`src/rtl/reg_file_2r1w.sv`:
```
// Two-read/one-write register file with write-first bypass and a one-entry-per-cycle clear sequencer.
// Latency: reads return 1 cycle after rd_en; clear occupies exactly depth cycles (busy high).
// Backpressure: none; out-of-range writes and writes/clr while busy are dropped. Parity option: REG_FILE_PARITY_EN.
module reg_file_2r1w #(
    parameter int width = 8,
    parameter int depth = 8,
    parameter int aw    = $clog2(depth)
) (
    input  logic             clk,
    input  logic             rst,
    input  logic             wr_en,
    input  logic [aw-1:0]    wr_addr,
    input  logic [width-1:0] wr_data,
    input  logic             rd_en_a,
    input  logic [aw-1:0]    rd_addr_a,
    output logic [width-1:0] rd_data_a,
    input  logic             rd_en_b,
    input  logic [aw-1:0]    rd_addr_b,
    output logic [width-1:0] rd_data_b,
    input  logic             clr,
    output logic             busy
`ifdef REG_FILE_PARITY_EN
    ,
    input  logic             par_inj,
    output logic             rd_perr_a,
    output logic             rd_perr_b
`endif
);
    localparam logic [aw:0]   depth_w  = (aw+1)'(depth);
    localparam logic [aw-1:0] last_idx = aw'(depth - 1);

    typedef enum logic {IDLE, CLEAR} state_t;

    state_t           state;
    logic [aw-1:0]    cnt;
    logic [width-1:0] mem [depth];

    logic             clearing;
    logic             wr_acc;
    logic             we_eff;
    logic [aw-1:0]    wa_eff;
    logic [width-1:0] wd_eff;

    // The clear sequencer and external writes share one physical write port.
    assign clearing = (state == CLEAR);
    assign wr_acc   = wr_en && !clearing && ({1'b0, wr_addr} < depth_w);
    assign we_eff   = wr_acc || clearing;
    assign wa_eff   = clearing ? cnt : wr_addr;
    assign wd_eff   = clearing ? '0 : wr_data;

    function automatic logic in_range(input logic [aw-1:0] a);
        return {1'b0, a} < depth_w;
    endfunction

    function automatic logic [width-1:0] rd_val(input logic [aw-1:0] a);
        if (!in_range(a))
            return '0;
        else if (we_eff && (a == wa_eff))
            return wd_eff;
        else
            return mem[a];
    endfunction

    always_ff @(posedge clk or negedge rst) begin
        if (!rst) begin
            state     <= IDLE;
            busy      <= 1'b0;
            cnt       <= '0;
            rd_data_a <= '0;
            rd_data_b <= '0;
            for (int i = 0; i < depth; i++) mem[i] <= '0;
        end else begin
            if (we_eff) mem[wa_eff] <= wd_eff;
            if (rd_en_a) rd_data_a <= rd_val(rd_addr_a);
            if (rd_en_b) rd_data_b <= rd_val(rd_addr_b);

            if (state == IDLE) begin
                if (clr) begin
                    state <= CLEAR;
                    busy  <= 1'b1;
                    cnt   <= '0;
                end
            end else begin
                if (cnt == last_idx) begin
                    state <= IDLE;
                    busy  <= 1'b0;
                    cnt   <= '0;
                end else begin
                    cnt <= cnt + 1'b1;
                end
            end
        end
    end

`ifdef REG_FILE_PARITY_EN
    logic par [depth];
    logic wp_eff;

    // Even parity over the data; injection flips the stored bit. Clear stores a consistent zero.
    assign wp_eff = clearing ? 1'b0 : ((^wr_data) ^ par_inj);

    function automatic logic rd_perr(input logic [aw-1:0] a);
        if (!in_range(a))
            return 1'b0;
        else if (we_eff && (a == wa_eff))
            return (^wd_eff) != wp_eff;
        else
            return (^mem[a]) != par[a];
    endfunction

    always_ff @(posedge clk or negedge rst) begin
        if (!rst) begin
            rd_perr_a <= 1'b0;
            rd_perr_b <= 1'b0;
            for (int i = 0; i < depth; i++) par[i] <= 1'b0;
        end else begin
            if (we_eff) par[wa_eff] <= wp_eff;
            if (rd_en_a) rd_perr_a <= rd_perr(rd_addr_a);
            if (rd_en_b) rd_perr_b <= rd_perr(rd_addr_b);
        end
    end
`endif

endmodule

```
`config.mk`:
```
export PLATFORM = sky130hd
export DESIGN_NAME = reg_file_2r1w
export DESIGN_NICKNAME = d
export VERILOG_FILES = /design/src/rtl/reg_file_2r1w.sv
export SDC_FILE = /design/constraint.sdc
export NUM_CORES = 1
export LEC_CHECK = 0
export ABC_AREA = 1
export CAP_MARGIN = 20
export CORE_MARGIN = 2
export CORE_UTILIZATION = 53
export DETAILED_ROUTE_END_ITERATION = 6
export PLACE_DENSITY_LB_ADDON = 0.15
export SYNTH_ARGS = -nofsm -noshare
export SYNTH_HDL_FRONTEND = slang
export SYNTH_SLANG_ARGS = --single-unit
```
`constraint.sdc`:
```
create_clock -name clk -period 1.45 [get_ports clk]
set_input_delay 0.435 -clock clk [delete_from_list [all_inputs] [get_ports clk]]
set_output_delay 0.435 -clock clk [all_outputs]
set_load 0.03 [all_outputs]
```
==> flow_summary.yaml <==
worst_setup_path:
  cp-startpoint: "wr_addr[2]"
  worst_setup_path_end_kind: "register"
  worst_r2r_path_depth: 10
  critical_path_source_type: "primary input"
  worstPathMaxFanout: 8
  regToRegEndpoint: "rd_data_a[1]"
  regToRegSetupSlack_ps: -140
  critPathArrivalTime_ps: 1850
  worst_r2r_startpoint: "clearing"
  cp.required_ps: 1700
  worstSetupPathType: "primary input to register"
  cp_endpoint: "rd_data_a[1]"
route:
  wl_per_cell_um: 19.13
  drtAntennaViolNets: 0
  drt-vias-per-instance: 5.924
  number_of_vias_after_detailed_routing: 5527
  detail_route.wirelength_mm: 17.84
  drt_first_iter_violations: 452
  detail_route.first_pass.iterations: 5
  post_detailed_route_drc_marker_count: 0
clock_network:
  cts-root-to-sink-buffers: 2
  path_clk_slew_ps: 90
  h-tree-depth: 3
  clock-sinks: 85
  clock_latency_ps: 370
  tritoncts: "done"
  num_cts_buffers: 9
  ctsRootBufferMaster: "sky130_fd_sc_hd__clkbuf_8"
yosys:
  synth_area_leader_cell: "sky130_fd_sc_hd__dfrtp_1"
  seq_area_frac_synth_pct: 42.03
  yosys_register_bits: 85
  synth.most_common_cell: "sky130_fd_sc_hd__nand2_1"
  synth_cell_types: 23
  yosys-top-cells-count: "359 x sky130_fd_sc_hd__nand2_1, 105 x sky130_fd_sc_hd__nand3_1, 85 x sky130_fd_sc_hd__dfrtp_1, 55 x sky130_fd_sc_hd__o21ai_1, 34 x sky130_fd_sc_hd__inv_1"
  ys_dominant_reg_cell: "sky130_fd_sc_hd__dfrtp_1"
  synth_area_um2: 5061
  synth.top_cells.by_area: "sky130_fd_sc_hd__dfrtp_1 42%, sky130_fd_sc_hd__nand2_1 27%, sky130_fd_sc_hd__nand3_1 10%"
  ys_warn_count: 0
  netlist.area_leader.share_pct: 42.03
  mappedNetlistNets: 753
  synth_edf_count: 0
  postSynth.asyncResetShare_pct: 100.0
  post_synth.cell_area_avg_um2: 6.952
  number_of_instances_in_the_synthesized_netlist: 728
global_route:
  grt_use_total_pct: 32.71
  grt.overflow.total: 0
  antenna_violations_before_repair: 0
  grt_max_degree: 42
  grt_pass1_vias: 5127
  grt_first_pass_wirelength_mm: 25.73
layout:
  multiInputGateArea_um2: 3143
  layout-drive-gt1-share_pct: 28.11
  fin_nets: 825
  fillerInstances: 661
  n_antenna_cell: 0
  layout_stage_area_growth_over_the_synthesis_result_pct: 36.00
  seq_area_um2: 2128
  stdcell_count: 933
power_and_ir_drop:
  worst_ir_drop_vdd_uv: 1317
  power_per_cell_area_nw_per_um2: 2245
  p_leak_nw: 3.348
place:
  port-buffer-count: 39
  gpl.final_weighted_congestion: 1.017
  dp_cells: 903
  hpwl_mm: 11.06
sta:
  achievable-frequency_mhz: 627.2
  final_max_slew_viol_count: 0
  grt_setup_unrepaired: "yes"
  fin_crit_ps: 1594
  maxSlewHeadroom_pct: 78.24
  worst_slew_pin_slew_ps: 325.6
  finalHoldViolCount: 0
  setup_failing_eps_final: 80
  hold_ws_ps: 467.8
  final_critical_path_setup_slack_ps: -144.4
  timing.final.crit_share_pct: 110.0
  finClkSkew_ps: 12.44
floorplanning:
  core_area_um2: 9240
  std_cell_rows: 35
  die_extent_in_x_um: 101.7
  initial_utilization_pct: 54.77
  die_area_um2: 10350
  fp.dieH_um: 101.7
  boundaryPins: 40
flow_run:
  maxcap_viol_count: 0
worst_hold_path:
  worst_hold_path_type: "primary input to async pin"
status:
  violations_in_the_final_reports: "setup timing"
  result_of_the_run: "finished with violations"
per-layer routing:
metal  vias to the layer above  share of wire [%]  track usage [%]
met5                         -                  0                0
met4                         0                6.2            17.88
met3                       107                 10            5.590
met2                       359                 46            52.13
met1                      2596                 37            42.45
li1                       2465                  -                -
worst max-delay path, cell delays in order:
cell and delay (ps):
sky130_fd_sc_hd__clkdlybuf4s50_1 510, sky130_fd_sc_hd__nand2_1 120, sky130_fd_sc_hd__nand3_2 130, sky130_fd_sc_hd__nand2_2 70
sky130_fd_sc_hd__nor2_2 160, sky130_fd_sc_hd__nand2_4 110, sky130_fd_sc_hd__nand2_2 90, sky130_fd_sc_hd__nand2_2 70
sky130_fd_sc_hd__nand2_1 80, sky130_fd_sc_hd__nand2_1 70
power by group:
part | total, W | switching (W) | internal, W
sequential | 0.00423 | 0.000921 | 0.00331
combinational | 0.00932 | 0.00587 | 0.00345
clock | 0.00190 | 0.000888 | 0.00101
total | 0.0155 | 0.00768 | 0.00778
stage by stage:
step / worst slack (ps) / cell area, µm² / power (W) / utilization (%) / TNS, ps
after floorplan: 26.84 / 5061 / 0.008546 / - / 0
after global routing: -191.5 / 6883 / 0.01625 / 74.49 / -7168
after global placement: -551.2 / 5874 / 0.01050 / 63.57 / -33180
after detailed placement: -593.4 / 5874 / 0.01069 / 63.57 / -34540
after CTS: -57.70 / 6334 / 0.01344 / 68.54 / -1413
final: -144.4 / 6883 / 0.01545 / 74.49 / -3305
registers in the layout, indices dropped and copies added (netlist names):
signal and count:
busy 1, clearing 1, cnt 3, mem 64, rd_data_a 8, rd_data_b 8
final cells by class:
| type | count | share of cell area [%] |
|---|---|---|
| Multi-Input combinational cell | 571 | 45.66 |
| Clock buffer | 10 | 2.000 |
| Timing Repair Buffer | 91 | 15.43 |
| Tap cell | 129 | 2.345 |
| Inverter | 42 | 2.418 |
| Sequential cell | 85 | 30.92 |
| Clock inverter | 5 | 1.218 |
worst min path at each step:
stage          depth (start not counted)  slack, ps  startpoint     end
4_1_cts                                2        470         rst  cnt[2]
6_report                               2        470         rst  cnt[2]
5_1_grt                                2        490         rst  cnt[0]
3_3_place_gp                           1        300         rst  cnt[2]
2_1_floorplan                          0        140         rst    busy
3_5_place_dp                           1        310         rst  cnt[2]
layout by cell type (no fill, tap or decap), types with 12 or more instances in the layout:
master and instances:
sky130_fd_sc_hd__nand2_4 22, sky130_fd_sc_hd__nand2_2 28, sky130_fd_sc_hd__buf_4 40, sky130_fd_sc_hd__nand2_1 319
sky130_fd_sc_hd__dfrtp_1 84, sky130_fd_sc_hd__o21ai_1 44, sky130_fd_sc_hd__clkdlybuf4s50_1 12, sky130_fd_sc_hd__nand3_2 33
sky130_fd_sc_hd__o21ai_2 20, sky130_fd_sc_hd__inv_1 31, sky130_fd_sc_hd__nand3_1 68, sky130_fd_sc_hd__buf_12 22
logic make-up (layout without fill, tap and decap cells):
logic type                 count (synthesis)  in the layout  share of synthesized area (%)
DFF                                       85             85                          42.03
AOI/OAI and AO/OA                         69             69                          7.738
buffers and inverters                     76            148                          7.441
adders and majority gates                  2              2                         0.4944
and+or+nand+nor                          496            500                          42.30
what timing repair did:
action,4_1_cts,5_1_grt
gates resized for setup,43,115
buffers inserted,6,2
pin swaps,7,37
endpoints found under the setup margin,82,81
gates cloned,2,4
hold buffers,1,0
hold endpoints to repair,12,0
Note: power is estimated with default switching activity, not from simulation.
